## config.mk

```make
export PLATFORM = sky130hd
export DESIGN_NAME = sat_counter
export DESIGN_NICKNAME = d
export VERILOG_FILES = /design/src/rtl/uart_frame_chk_sat_counter.sv
export SDC_FILE = /design/constraint.sdc
export NUM_CORES = 1
export LEC_CHECK = 0
export CAP_MARGIN = 10
export CORE_AREA = 2 2 39 41
export DETAILED_ROUTE_END_ITERATION = 6
export DIE_AREA = 0 0 41 43
export GPL_ROUTABILITY_DRIVEN = 0
export PLACE_DENSITY_LB_ADDON = 0.2
export SLEW_MARGIN = 25
export SYNTH_ARGS = -nofsm -noshare
export SYNTH_HDL_FRONTEND = slang
export SYNTH_SLANG_ARGS = --single-unit
export TNS_END_PERCENT = 1
```

## constraint.sdc

```tcl
create_clock -name CLK -period 1.3 [get_ports CLK]
set_input_delay 0.195 -clock CLK [delete_from_list [all_inputs] [get_ports CLK]]
set_output_delay 0.195 -clock CLK [all_outputs]
set_load 0.05 [all_outputs]
```

## src/rtl/uart_frame_chk_sat_counter.sv

```systemverilog
// Saturating up-counter: holds at all-ones instead of wrapping.
module sat_counter #(
  parameter int unsigned WIDTH = 8
) (
  input  logic             CLK,
  input  logic             RST,
  input  logic             inc,
  output logic [WIDTH-1:0] count
);

  always_ff @(posedge CLK) begin
    if (RST) begin
      count <= '0;
    end else if (inc && (count != '1)) begin
      count <= count + WIDTH'(1);
    end
  end

endmodule

```

==> run_results.csv <==
group,metric,value,unit
status,run_status,"completed",
sta,whs,550,ps
grt,antenna_found_initial,0,
logic_synthesis,syn_nets,50,
placement,dp_hpwl,791,um
cts,cts_num_sinks,8,
route,drc,0,
setup_path,endpoint_kind,"flip-flop",
flow_run,drv_cap,0,
route,wl_per_cell,11.7,um
route,viasPerCell,5.26,
layout,layout.cells.most_common,"buf_4",
cts,cts_buffers,3,
sta,drv_slew,0,
logic_synthesis,yosysSeqAreaShare,37.2,%
layout,reg_top3,"count: 8 flops",
logic_synthesis,yosysTopAreaCell,"dfxtp_1",
setup_path,required,1450,ps
logic_synthesis,synth_top_area_share,37.2,%
layout,diodes,0,
floorplan,io_pins,11,
sta,fin_skew,0.970,ps
cts,cts_hold_buffers,0,
logic_synthesis,synthDistinctLibCells,25,
floorplan,num_rows,14,
layout,largest_reg_flops,8,
sta,hold_violations,0,
logic_synthesis,synthesis.instances,46,
layout,mostFrequentLayoutCells,"9 x buf_4, 8 x buf_12, 5 x a21oi_1, 5 x nand2_1",
layout,drive_gt1_share,52.9,%
sta,rsz0062_at_grt,"no",
cts,cts_tree,"yes",
sta,period_share,97.6,%
sta,fmax,788,MHz
layout,largest_register,"count",
setup_path,startpoint_type,"flip-flop",
sta,setup_viol,0,
floorplan,core_area,1380,um^2
logic_synthesis,syn_avg_cell_area,9.36,um^2
route,drt_iter0_drc,8,
cts,clkLatencyLatePin,260,ps
floorplan,die_w,41,um
layout,fill_cells,129,
placement,io_buffers,10,
grt,overflow,0,
route,ant_nets,0,
layout,area_delta_synth_final,75.0,%
grt,grt_max_degree,9,
route,drtPass1Iterations,2,
layout,nets,73,
sta,tightest_slew,307,ps
power_and_ir_drop,p_leak,0.291,nW
cts,cts_buffer_depth,2,
sta,setup_slack,31.6,ps
sta,slew_headroom,79.5,%
setup_path,crit_arrival,1410,ps
floorplan,die_h,43,um
grt,grt_pass1_vias,390,
cts,cts.repair.resized,0,
floorplan,initial_core_util,31.1,%
cts,cts_root_buf,"clkbuf_4",
logic_synthesis,syn_area,430,um^2
placement,place_ws,-165,ps
power_and_ir_drop,power_density,756,nW/um^2
route,drt-total-wl,984,um
setup_path,critPathMaxFanout,5,
logic_synthesis,ys.warnings.count,0,
min_path,hp-class,"reg2reg",
cts,cts_setup_buffers,0,
floorplan,dieArea,1760,um^2
power_and_ir_drop,ir_drop,526,uV
sta,tns,0,ps
setup_path,worst-setup-path-type,"reg2reg",
cts,cts-htree-levels,1,
route,num_vias,442,
sta,period_needed,1270,ps
grt,grtUsageTotal,13.9,%
cts,clkTransAtPathRegs,60,ps
logic_synthesis,synth_seq_cells,8,
logic_synthesis,synth_area_leaders,"dfxtp_1 37%, a21oi_1 5.8%, a21boi_4 4.4%",
grt,grt_pass1_wl,1610,um
[stage by stage]
step | total power [mW] | instances | area [um^2] | utilization (%)
2_1_floorplan | 0.308 | 46 | 463 | -
3_3_place_gp | 0.367 | 80 | 719 | 52.0
3_5_place_dp | 0.368 | 80 | 719 | 52.0
4_1_cts | 0.577 | 84 | 746 | 53.9
5_1_grt | 0.592 | 84 | 753 | 54.4
6_report | 0.569 | 84 | 753 | 54.4
[metal layers]
| layer | routed length (um) | up-vias | track usage [%] |
|---|---|---|---|
| met5 | 0 | - | 0 |
| li1 | - | 221 | - |
| met3 | 47 | 5 | 3.14 |
| met4 | 28 | 0 | 10.0 |
| met2 | 450 | 12 | 19.7 |
| met1 | 458 | 204 | 17.6 |
[kinds of logic (layout without fill, tap and decap cells)]
logic type	Yosys count	count (layout)	share of synthesized area [%]
fa+ha+maj	1	1	2.91
compound gates	15	15	25.9
buf+inv	2	24	3.49
simple gates	18	18	24.7
flops	8	8	37.2
mux	2	2	5.81
[synth_stat cells, drive strengths merged]
| master | instances |
|---|---|
| nor3 | 2 |
| o311a | 1 |
| and2b | 1 |
| a311oi | 1 |
| a31oi | 1 |
| nor2 | 1 |
| nand4 | 2 |
| or3 | 1 |
| nand2b | 1 |
| a21boi | 2 |
| buf | 1 |
| nand3 | 2 |
| a21oi | 5 |
| mux2 | 1 |
| dfxtp | 8 |
| a211oi | 2 |
| inv | 1 |
| mux2i | 1 |
| ha | 1 |
| nand2 | 5 |
| and3 | 1 |
| and4 | 2 |
| o21bai | 2 |
| o21ai | 1 |
[worst paths after layout]
path	end	start	cells past startpoint	slack (ps)
setup / recovery	count[0]	count[1]	4	30
hold / removal	count[5]	count[5]	2	550
setup reg to reg	count[0]	count[1]	4	30
hold reg to reg	count[5]	count[5]	2	550
[report_power, final]
group / total, mW / leakage, nW / internal (mW) / switching [mW]
Sequential: 0.254 / 0.0698 / 0.248 / 0.00679
Combinational: 0.107 / 0.206 / 0.0569 / 0.0503
Clock: 0.208 / 0.0150 / 0.118 / 0.0899
[cell type report]
cell class | instances | area (um^2) | area share, %
timing repair buffer | 19 | 248 | 32.9
tap | 16 | 20.0 | 2.66
multi-input combinational | 36 | 275 | 36.5
sequential | 8 | 180 | 23.9
clock buffer | 4 | 26.3 | 3.49
inverter | 1 | 3.75 | 0.498
[critical path: stages (launching register included)]
cell,delay (ps)
dfxtp_4,350
ha_4,170
and3_4,190
a21boi_4,140
mux2_4,310
Power figures use the tool's default switching activity.
